## src/rtl/fft_seq_pkg.sv

```systemverilog
// ---------------------------------------------------------------------------
// fft_seq_pkg
// Shared types, default widths and helpers for the xfft_1 frame sequencer.
//   seq_state_e  : sequencer state (configuration word / sample streaming)
//   DEF_*        : default parameter values used by the sequencer modules
//   pack_real()  : builds a complex FFT input word {imag = 0, real = sample}
// ---------------------------------------------------------------------------
package fft_seq_pkg;

    localparam int              DEF_FFT_SIZE = 1024;
    localparam int              DEF_SAMPLE_W = 16;
    localparam int              DEF_CFG_W    = 16;
    // bit0 = 1 selects the forward transform
    localparam logic [15:0]     DEF_CFG_WORD = 16'h0001;

    typedef enum logic {
        ST_CFG    = 1'b0,
        ST_STREAM = 1'b1
    } seq_state_e;

    // The core takes {imag, real}; audio is purely real, so the upper half is zero.
    function automatic logic [2*DEF_SAMPLE_W-1:0] pack_real(input logic [DEF_SAMPLE_W-1:0] sample);
        return {{DEF_SAMPLE_W{1'b0}}, sample};
    endfunction

endpackage

```

## src/rtl/fft_frame_sequencer_if.sv

```systemverilog
// ---------------------------------------------------------------------------
// fft_frame_sequencer_if
// AXI-stream bundle between the sequencer and the xfft_1 core.
//   s_axis_data_*   : time-domain samples into the core
//   s_axis_config_* : configuration word into the core
//   m_axis_data_*   : frequency bins out of the core
// Modports:
//   master : sequencer side (drives s_axis_*, sinks m_axis_data)
//   slave  : FFT core side
// ---------------------------------------------------------------------------
interface fft_frame_sequencer_if
    import fft_seq_pkg::*;
#(
    parameter int SAMPLE_W = DEF_SAMPLE_W,
    parameter int CFG_W    = DEF_CFG_W
) ();

    logic [2*SAMPLE_W-1:0] s_axis_data_tdata;
    logic                  s_axis_data_tvalid;
    logic                  s_axis_data_tlast;
    logic                  s_axis_data_tready;

    logic [CFG_W-1:0]      s_axis_config_tdata;
    logic                  s_axis_config_tvalid;
    logic                  s_axis_config_tready;

    logic [2*SAMPLE_W-1:0] m_axis_data_tdata;
    logic                  m_axis_data_tvalid;
    logic                  m_axis_data_tlast;
    logic                  m_axis_data_tready;

    modport master (
        output s_axis_data_tdata, s_axis_data_tvalid, s_axis_data_tlast,
        input  s_axis_data_tready,
        output s_axis_config_tdata, s_axis_config_tvalid,
        input  s_axis_config_tready,
        input  m_axis_data_tdata, m_axis_data_tvalid, m_axis_data_tlast,
        output m_axis_data_tready
    );

    modport slave (
        input  s_axis_data_tdata, s_axis_data_tvalid, s_axis_data_tlast,
        output s_axis_data_tready,
        input  s_axis_config_tdata, s_axis_config_tvalid,
        output s_axis_config_tready,
        output m_axis_data_tdata, m_axis_data_tvalid, m_axis_data_tlast,
        input  m_axis_data_tready
    );

endinterface

```

## src/rtl/fft_bin_tracker.sv

```systemverilog
// ---------------------------------------------------------------------------
// fft_bin_tracker
// Output side of the sequencer: registers each FFT bin, labels it with its
// index inside the frame and flags framing errors.
// Ports:
//   clk_in, rst_in   : clock, asynchronous active-high reset
//   bin_tdata_in     : bin from the core's m_axis_data
//   bin_tvalid_in    : bin strobe (consumer always ready)
//   bin_tlast_in     : last bin of the frame
//   bin_data_out     : registered bin
//   bin_index_out    : index of the registered bin
//   bin_valid_out    : one-cycle strobe, one cycle after the input bin
//   frame_err_out    : sticky, tlast and index disagreed at least once
// ---------------------------------------------------------------------------
module fft_bin_tracker
    import fft_seq_pkg::*;
#(
    parameter int  FFT_SIZE = DEF_FFT_SIZE,
    parameter int  DATA_W   = 2*DEF_SAMPLE_W,
    localparam int IDX_W    = $clog2(FFT_SIZE)
) (
    input  logic              clk_in,
    input  logic              rst_in,
    input  logic [DATA_W-1:0] bin_tdata_in,
    input  logic              bin_tvalid_in,
    input  logic              bin_tlast_in,
    output logic [DATA_W-1:0] bin_data_out,
    output logic [IDX_W-1:0]  bin_index_out,
    output logic              bin_valid_out,
    output logic              frame_err_out
);

    localparam logic [IDX_W-1:0] LAST_IDX = IDX_W'(FFT_SIZE - 1);

    logic [IDX_W-1:0]  idx_q,   idx_d;
    logic [DATA_W-1:0] data_q,  data_d;
    logic [IDX_W-1:0]  index_q, index_d;
    logic              valid_q, valid_d;
    logic              err_q,   err_d;

    always_comb begin
        // NOTE: every _d gets a default before any branch; a path that leaves one unassigned infers a latch.
        idx_d   = idx_q;
        data_d  = data_q;
        index_d = index_q;
        err_d   = err_q;
        valid_d = bin_tvalid_in;
        if (bin_tvalid_in) begin
            data_d  = bin_tdata_in;
            index_d = idx_q;
            // tlast must coincide exactly with the last index; any disagreement
            // resynchronises the counter to the start of a frame.
            if (bin_tlast_in != (idx_q == LAST_IDX)) begin
                err_d = 1'b1;
                idx_d = '0;
            end else if (bin_tlast_in) begin
                idx_d = '0;
            end else begin
                idx_d = idx_q + 1'b1;
            end
        end
    end

    always_ff @(posedge clk_in or posedge rst_in) begin
        if (rst_in) begin
            // NOTE: the bin register is reset only because it drives an output port; plain storage arrays are left unreset.
            idx_q   <= '0;
            data_q  <= '0;
            index_q <= '0;
            valid_q <= 1'b0;
            err_q   <= 1'b0;
        end else begin
            // NOTE: clocked state uses non-blocking assignments so every flop samples pre-edge values.
            idx_q   <= idx_d;
            data_q  <= data_d;
            index_q <= index_d;
            valid_q <= valid_d;
            err_q   <= err_d;
        end
    end

    assign bin_data_out  = data_q;
    assign bin_index_out = index_q;
    assign bin_valid_out = valid_q;
    assign frame_err_out = err_q;

endmodule

```

## src/rtl/fft_frame_sequencer.sv

```systemverilog
// ---------------------------------------------------------------------------
// fft_frame_sequencer
// Sequences the xfft_1 core: sends the configuration word after reset or on
// request, then frames the continuous audio samples into FFT_SIZE-point
// AXI-stream frames with tlast, and tracks the bins coming back.
// Ports:
//   clk_in, rst_in     : clock, asynchronous active-high reset
//   audio_sample_in    : signed audio sample
//   audio_valid_in     : single-cycle sample strobe
//   cfg_update_in      : pulse requesting the config word be re-sent
//   axis (master)      : s_axis_data, s_axis_config and m_axis_data to/from the core
//   bin_data_out       : registered copy of the last bin
//   bin_index_out      : index of that bin in its frame
//   bin_valid_out      : bin strobe
//   frame_err_out      : sticky output-side framing error
//   drop_count_out     : dropped samples, saturating   (statistics build only)
//   frames_sent_out    : frames fully sent, wrapping   (statistics build only)
// Build option:
//   FFT_SEQ_STATS_EN   : when defined, drop_count_out/frames_sent_out are live
//                        counters; otherwise both are tied to zero.
// ---------------------------------------------------------------------------
module fft_frame_sequencer
    import fft_seq_pkg::*;
#(
    parameter int               FFT_SIZE = DEF_FFT_SIZE,
    parameter int               SAMPLE_W = DEF_SAMPLE_W,
    parameter int               CFG_W    = DEF_CFG_W,
    parameter logic [CFG_W-1:0] CFG_WORD = CFG_W'(DEF_CFG_WORD),
    localparam int              IDX_W    = $clog2(FFT_SIZE)
) (
    input  logic                       clk_in,
    input  logic                       rst_in,
    input  logic signed [SAMPLE_W-1:0] audio_sample_in,
    input  logic                       audio_valid_in,
    input  logic                       cfg_update_in,
    fft_frame_sequencer_if.master      axis,
    output logic [2*SAMPLE_W-1:0]      bin_data_out,
    output logic [IDX_W-1:0]           bin_index_out,
    output logic                       bin_valid_out,
    output logic                       frame_err_out,
    output logic [15:0]                drop_count_out,
    output logic [15:0]                frames_sent_out
);

    localparam logic [IDX_W-1:0] LAST_IDX = IDX_W'(FFT_SIZE - 1);

    seq_state_e            state_q;
    logic                  cfg_valid_q;
    logic                  cfg_pend_q;

    logic                  full_q, full_d;
    logic [2*SAMPLE_W-1:0] hold_q, hold_d;
    logic [IDX_W-1:0]      cnt_q,  cnt_d;

    logic                  in_stream;
    logic                  data_hs;
    logic                  at_last;
    logic                  at_boundary;
    logic                  go_cfg;
    logic                  load;

    assign in_stream   = (state_q == ST_STREAM);
    assign data_hs     = full_q && axis.s_axis_data_tready;
    assign at_last     = (cnt_q == LAST_IDX);
    // A reconfiguration may only start between frames with nothing in flight.
    assign at_boundary = (cnt_q == '0) && !full_q;
    assign go_cfg      = in_stream && at_boundary && (cfg_pend_q || cfg_update_in);
    // The register accepts a sample when empty or when it drains this cycle,
    // so back-to-back samples at full rate see no bubble. A sample arriving in
    // the very cycle the sequencer leaves for CFG is dropped like any CFG sample.
    assign load        = audio_valid_in && in_stream && !go_cfg && (!full_q || data_hs);

    // ---------------- holding register and sample counter ----------------
    always_comb begin
        full_d = full_q;
        hold_d = hold_q;
        cnt_d  = cnt_q;
        if (data_hs) begin
            full_d = 1'b0;
            cnt_d  = at_last ? '0 : cnt_q + 1'b1;
        end
        // Load after drain so a simultaneous load and handshake leave it full.
        if (load) begin
            full_d = 1'b1;
            hold_d = pack_real(audio_sample_in);
        end
    end

    always_ff @(posedge clk_in or posedge rst_in) begin
        if (rst_in) begin
            full_q <= 1'b0;
            hold_q <= '0;
            cnt_q  <= '0;
        end else begin
            full_q <= full_d;
            hold_q <= hold_d;
            cnt_q  <= cnt_d;
        end
    end

    // ---------------- control FSM ----------------
    // cfg_valid_q rises one cycle after reset release so every output reads
    // zero while reset is held; later entries into CFG assert it directly.
    always_ff @(posedge clk_in or posedge rst_in) begin
        if (rst_in) begin
            state_q     <= ST_CFG;
            cfg_valid_q <= 1'b0;
            cfg_pend_q  <= 1'b0;
        end else begin
            case (state_q)
                ST_CFG: begin
                    cfg_pend_q <= 1'b0;
                    if (cfg_valid_q && axis.s_axis_config_tready) begin
                        state_q     <= ST_STREAM;
                        cfg_valid_q <= 1'b0;
                    end else begin
                        cfg_valid_q <= 1'b1;
                    end
                end
                ST_STREAM: begin
                    if (go_cfg) begin
                        state_q     <= ST_CFG;
                        cfg_valid_q <= 1'b1;
                        cfg_pend_q  <= 1'b0;
                    end else if (cfg_update_in) begin
                        cfg_pend_q  <= 1'b1;
                    end
                end
            endcase
        end
    end

    assign axis.s_axis_data_tdata    = hold_q;
    assign axis.s_axis_data_tvalid   = full_q;
    assign axis.s_axis_data_tlast    = full_q && at_last;
    assign axis.s_axis_config_tdata  = cfg_valid_q ? CFG_WORD : '0;
    assign axis.s_axis_config_tvalid = cfg_valid_q;
    assign axis.m_axis_data_tready   = 1'b1;

    // ---------------- output side ----------------
    fft_bin_tracker #(
        .FFT_SIZE (FFT_SIZE),
        .DATA_W   (2*SAMPLE_W)
    ) u_bin_tracker (
        .clk_in        (clk_in),
        .rst_in        (rst_in),
        .bin_tdata_in  (axis.m_axis_data_tdata),
        .bin_tvalid_in (axis.m_axis_data_tvalid),
        .bin_tlast_in  (axis.m_axis_data_tlast),
        .bin_data_out  (bin_data_out),
        .bin_index_out (bin_index_out),
        .bin_valid_out (bin_valid_out),
        .frame_err_out (frame_err_out)
    );

    // ---------------- statistics ----------------
`ifdef FFT_SEQ_STATS_EN
    logic        drop;
    logic        frame_done;
    logic [15:0] drop_cnt_q, drop_cnt_d;
    logic [15:0] frames_q,   frames_d;

    assign drop       = audio_valid_in && !load;
    assign frame_done = data_hs && at_last;

    always_comb begin
        drop_cnt_d = drop_cnt_q;
        frames_d   = frames_q;
        if (drop && (drop_cnt_q != 16'hFFFF)) begin
            drop_cnt_d = drop_cnt_q + 16'd1;
        end
        if (frame_done) begin
            frames_d = frames_q + 16'd1;
        end
    end

    always_ff @(posedge clk_in or posedge rst_in) begin
        if (rst_in) begin
            drop_cnt_q <= '0;
            frames_q   <= '0;
        end else begin
            drop_cnt_q <= drop_cnt_d;
            frames_q   <= frames_d;
        end
    end

    assign drop_count_out  = drop_cnt_q;
    assign frames_sent_out = frames_q;
`else
    assign drop_count_out  = '0;
    assign frames_sent_out = '0;
`endif

endmodule

```

## src/flat_wrapper.sv

```systemverilog
// flat-port wrapper written by rule: the top's interface ports become plain ports
module fft_frame_sequencer_flat import fft_seq_pkg::*;
#(
    parameter int               FFT_SIZE = DEF_FFT_SIZE,
    parameter int               SAMPLE_W = DEF_SAMPLE_W,
    parameter int               CFG_W    = DEF_CFG_W,
    parameter logic [CFG_W-1:0] CFG_WORD = CFG_W'(DEF_CFG_WORD),
    localparam int              IDX_W    = $clog2(FFT_SIZE)
)
  (clk_in, rst_in, audio_sample_in, audio_valid_in, cfg_update_in, bin_data_out, bin_index_out, bin_valid_out, frame_err_out, drop_count_out, frames_sent_out, axis_s_axis_data_tdata, axis_s_axis_data_tvalid, axis_s_axis_data_tlast, axis_s_axis_data_tready, axis_s_axis_config_tdata, axis_s_axis_config_tvalid, axis_s_axis_config_tready, axis_m_axis_data_tdata, axis_m_axis_data_tvalid, axis_m_axis_data_tlast, axis_m_axis_data_tready);
  fft_frame_sequencer_if #(.SAMPLE_W(SAMPLE_W), .CFG_W(CFG_W)) axis_i ();
  input  logic clk_in;
  input  logic rst_in;
  input  logic signed [SAMPLE_W-1:0] audio_sample_in;
  input  logic audio_valid_in;
  input  logic cfg_update_in;
  output logic [2*SAMPLE_W-1:0] bin_data_out;
  output logic [IDX_W-1:0] bin_index_out;
  output logic bin_valid_out;
  output logic frame_err_out;
  output logic [15:0] drop_count_out;
  output logic [15:0] frames_sent_out;
  output wire logic [$bits(axis_i.s_axis_data_tdata)-1:0] axis_s_axis_data_tdata;
  output wire logic [$bits(axis_i.s_axis_data_tvalid)-1:0] axis_s_axis_data_tvalid;
  output wire logic [$bits(axis_i.s_axis_data_tlast)-1:0] axis_s_axis_data_tlast;
  input wire logic [$bits(axis_i.s_axis_data_tready)-1:0] axis_s_axis_data_tready;
  output wire logic [$bits(axis_i.s_axis_config_tdata)-1:0] axis_s_axis_config_tdata;
  output wire logic [$bits(axis_i.s_axis_config_tvalid)-1:0] axis_s_axis_config_tvalid;
  input wire logic [$bits(axis_i.s_axis_config_tready)-1:0] axis_s_axis_config_tready;
  input wire logic [$bits(axis_i.m_axis_data_tdata)-1:0] axis_m_axis_data_tdata;
  input wire logic [$bits(axis_i.m_axis_data_tvalid)-1:0] axis_m_axis_data_tvalid;
  input wire logic [$bits(axis_i.m_axis_data_tlast)-1:0] axis_m_axis_data_tlast;
  output wire logic [$bits(axis_i.m_axis_data_tready)-1:0] axis_m_axis_data_tready;
  assign axis_s_axis_data_tdata = axis_i.s_axis_data_tdata;
  assign axis_s_axis_data_tvalid = axis_i.s_axis_data_tvalid;
  assign axis_s_axis_data_tlast = axis_i.s_axis_data_tlast;
  assign axis_i.s_axis_data_tready = axis_s_axis_data_tready;
  assign axis_s_axis_config_tdata = axis_i.s_axis_config_tdata;
  assign axis_s_axis_config_tvalid = axis_i.s_axis_config_tvalid;
  assign axis_i.s_axis_config_tready = axis_s_axis_config_tready;
  assign axis_i.m_axis_data_tdata = axis_m_axis_data_tdata;
  assign axis_i.m_axis_data_tvalid = axis_m_axis_data_tvalid;
  assign axis_i.m_axis_data_tlast = axis_m_axis_data_tlast;
  assign axis_m_axis_data_tready = axis_i.m_axis_data_tready;
  fft_frame_sequencer #(.FFT_SIZE(FFT_SIZE), .SAMPLE_W(SAMPLE_W), .CFG_W(CFG_W), .CFG_WORD(CFG_WORD)) u_core (.clk_in(clk_in), .rst_in(rst_in), .audio_sample_in(audio_sample_in), .audio_valid_in(audio_valid_in), .cfg_update_in(cfg_update_in), .axis(axis_i), .bin_data_out(bin_data_out), .bin_index_out(bin_index_out), .bin_valid_out(bin_valid_out), .frame_err_out(frame_err_out), .drop_count_out(drop_count_out), .frames_sent_out(frames_sent_out));
endmodule
```

## config.mk

```make
export PLATFORM = sky130hd
export DESIGN_NAME = fft_frame_sequencer_flat
export DESIGN_NICKNAME = d
export VERILOG_FILES = /design/src/rtl/fft_seq_pkg.sv /design/src/rtl/fft_frame_sequencer_if.sv /design/src/rtl/fft_bin_tracker.sv /design/src/rtl/fft_frame_sequencer.sv /design/src/flat_wrapper.sv
export SDC_FILE = /design/constraint.sdc
export NUM_CORES = 1
export LEC_CHECK = 0
export BUFFER_PORTS_ARGS = -buffer_cell sky130_fd_sc_hd__buf_4
export CORE_ASPECT_RATIO = 1.1
export CORE_MARGIN = 2
export CORE_UTILIZATION = 36
export DETAILED_ROUTE_END_ITERATION = 16
export HOLD_SLACK_MARGIN = 0.05
export PLACE_DENSITY_LB_ADDON = 0.15
export SYNTH_ARGS = -nofsm -noshare
export SYNTH_HDL_FRONTEND = slang
export SYNTH_SLANG_ARGS = --single-unit
```

## constraint.sdc

```tcl
create_clock -name clk_in -period 2.8 [get_ports clk_in]
set_input_delay 0.42 -clock clk_in [delete_from_list [all_inputs] [get_ports clk_in]]
set_output_delay 0.42 -clock clk_in [all_outputs]
set_load 0.005 [all_outputs]
```

==> run_results.csv <==
group,metric,value,unit
route,ant_nets,0,
clock_network,post_cts_buffers,0,
run,drv_cap,0,
timing,clock_skew,4.62,ps
grt,use_met1,16.1,%
place,place_inst,580,
final_layout,fillerInstances,1047,
clock_network,cts_buffers,9,
synth,synth_common_cells,"dfrtp_1, buf_4, mux2_2",
place,hpwl,5580,um
grt,antenna_found_initial,0,
pwr,power_frac_seq,44.9,%
min_path,hold_class,"input pin to async pin",
final_layout,num_antenna_cells,0,
timing,fmax,0.454,GHz
timing,rsz0062_at_grt,"false",
timing,setup_tns,0,ps
synth,synthArstFlopShare,100,%
pwr,power.internal,0.00271,W
pwr,power.density,734,mW/mm^2
critical_path,crit_arrival,2420,ps
route,drt_iter0_markers,64,
floorplan,die_w,105,um
critical_path,worst_ep_required_time,3020,ps
synth,synth_area_per_cell,12.3,um^2
critical_path,setup.worst_path.end_class,"flop",
clock_network,tritoncts,"built",
pwr,p_comb_share,26.0,%
synth,synth.area.top_cells,"dfrtp_1, mux2_2, buf_4",
floorplan,die_area,0.0120,mm^2
timing,hold_viol,0,
synth,syn_area,0.00400,mm^2
place,place_congestion,0.717,
final_layout,area_growth,26.9,%
route,wl,7850,um
grt,grt_pass1_wl,12400,um
critical_path,crit_type,"flop to flop",
clock_network,cts_resized,0,
synth,synth.distinct_cells,41,
clock_network,cts.sinks,84,
synth,synth.top_cell.area_share,52.5,%
pwr,p_sw_share,27.4,%
floorplan,coreArea,0.0109,mm^2
clock_network,path_clk_slew,60,ps
grt,grt_max_degree,85,
grt,track_usage,13.3,%
pwr,power_leakage,2.47,nW
timing,fin_crit_sh,78.7,%
timing,slew_headroom,61.6,%
floorplan,num_rows,40,
critical_path,start_kind,"flop",
status,status,"complete, no violations",
synth,synth_edf_count,0,
grt,grt_util_met3,5.18,%
clock_network,clkLatencyLatePin,330,ps
synth,ys_seq_elements,84,
synth,synth.most_common_cell,"dfrtp_1",
critical_path,cp_max_fo,16,
route,route.detailed.drc,0,
timing,tightest_slew,575,ps
clock_network,htreeDepth,3,
pwr,pwr-share-clk,29.1,%
route,firstDrtPassIters,4,
final_layout,multi_input_area,0.00157,mm^2
final_layout,regArea,0.00210,mm^2
final_layout,finalNonFillerCells,596,
grt,use_met2,21.4,%
timing,report.final.slew_viol_count,0,
timing,finalCriticalPeriod,2200,ps
final_layout,finish.net_count,503,
place,numPortBuffers,119,
synth,synth-main-ff-cell,"dfrtp_1",
floorplan,io_pins,184,
route,vias,2622,
pwr,power_switching,0.00102,W
grt,grt-ovfl-total,0,
synth,ys_seq_area_share,52.5,%
floorplan,initial_core_util,36.9,%
final_layout,drive_gt1_share,44.1,%
synth,yosysTopAreaCell,"dfrtp_1",
synth,syn_inst,325,
critical_path,r2r_cells,4,
timing,setup_viol,0,
clock_network,cts_hold_buf,0,
synth,yosysWarnings,0,
route,wire_per_inst,13.2,um
clock_network,cts_buffer_depth,2,
grt,busiest_layer,"met2",
route,vias_per_cell,4.40,
pwr,ir_drop,0.406,mV
clock_network,cts_root_buf,"clkbuf_16",
critical_path,crit_start,"u_core.cnt_q[3]$_DFFE_PP0P_",
floorplan,die_h,115,um
grt,grt_pass1_vias,2527,
critical_path,regToRegStartpoint,"u_core.cnt_q[3]$_DFFE_PP0P_",
## path summary, 6_finish.rpt
check	endpoint	slack (ps)
min reg2reg	u_core.u_bin_tracker.frame_err_out$_DFFE_PP0P_	500
max in group asynchronous	u_core.u_bin_tracker.bin_data_out[24]$_DFFE_PP0P_	2240
min in group clk_in	u_core.axis.s_axis_data_tdata[2]$_DFFE_PP0P_	310
min	u_core.u_bin_tracker.bin_data_out[27]$_DFFE_PP0P_	160
max	u_core.axis.s_axis_data_tdata[9]$_DFFE_PP0P_	600
max reg2reg	u_core.axis.s_axis_data_tdata[9]$_DFFE_PP0P_	600
## layout make-up
type	instances	area share [%]
clock inverters	4	0.493
repair buffers	121	18.1
inverters	7	0.542
well taps	147	3.62
flip-flops and latches	84	41.4
clock buffers	12	4.85
multi-input cells	221	31.0
## cells in the final DEF, fill, tap and decap left out, types with 2 or more instances in the layout
cell type	count
a21oi_1	6
and3_1	3
and4_1	5
buf_4	120
clkbuf_1	2
clkbuf_16	9
clkinv_2	3
clkinvlp_4	2
conb_1	64
dfrtp_1	84
ha_1	3
inv_1	5
mux2_2	48
mux2_4	10
nand2_1	15
nand2b_1	3
nand3_1	13
nand4_1	4
nor2_1	6
nor3_1	2
o21ai_0	9
o2bb2ai_1	3
o311ai_0	2
o31ai_1	3
xnor2_1	4
xor2_1	3
## power by group through the flow
stage	clock [W]	combinational, W	sequential (W)
after global placement	0	0.000977	0.00168
final	0.00109	0.000971	0.00167
after CTS	0.00113	0.000992	0.00168
after global routing	0.00118	0.00107	0.00171
after detailed placement	0	0.000992	0.00169
after floorplan	0	0.000617	0.00165
## flip-flops by register name, summed over array words and instances (netlist names)
register / flops
u_core.axis.s_axis_data_tdata: 16
u_core.in_stream: 1
u_core.cfg_pend_q: 1
u_core.u_bin_tracker.frame_err_out: 1
u_core.u_bin_tracker.bin_index_out: 10
u_core.u_bin_tracker.idx_q: 10
u_core.axis.s_axis_config_tvalid: 1
u_core.cnt_q: 10
u_core.u_bin_tracker.bin_data_out: 32
u_core.u_bin_tracker.bin_valid_out: 1
u_core.axis.s_axis_data_tvalid: 1
## metal layers
metal  up-vias  part of all wire (%)
met3        12                   7.9
met4         0                   1.6
li1       1238                     -
met1      1266                    40
met2       106                    50
met5         -                     0
## worst max-delay path, cell delays in order, from the launching register on
cell and delay [ps]:
dfrtp_1 430, or4_4 570, o41ai_4 520, nor2_4 220
mux2_4 340
## metrics by stage
step	utilization, %	worst slack, ps	hold WS (ps)	area, um^2	power (W)
6_report	46.8	597	159	5080	0.00373
5_1_grt	46.8	509	217	5080	0.00396
4_1_cts	46.8	573	206	5080	0.00380
3_5_place_dp	44.3	586	486	4810	0.00268
3_3_place_gp	44.3	639	479	4810	0.00266
2_1_floorplan	-	215	451	4240	0.00227
## cell families (layout without fill, tap and decap cells)
| family | count (synthesis) | in the layout | share of synthesized area, % |
|---|---|---|---|
| AO/OA/AOI/OAI | 29 | 29 | 5.22 |
| XOR/XNOR | 7 | 7 | 1.53 |
| adder cells (fa/ha/maj) | 3 | 3 | 0.938 |
| buffers and inverters | 82 | 144 | 14.0 |
| flip-flops | 84 | 84 | 52.5 |
| multiplexers | 59 | 59 | 17.5 |
| other | 2 | 64 | 0.188 |
| AND/OR/NAND/NOR | 59 | 59 | 8.13 |
Note: power is estimated with default switching activity, not from simulation.
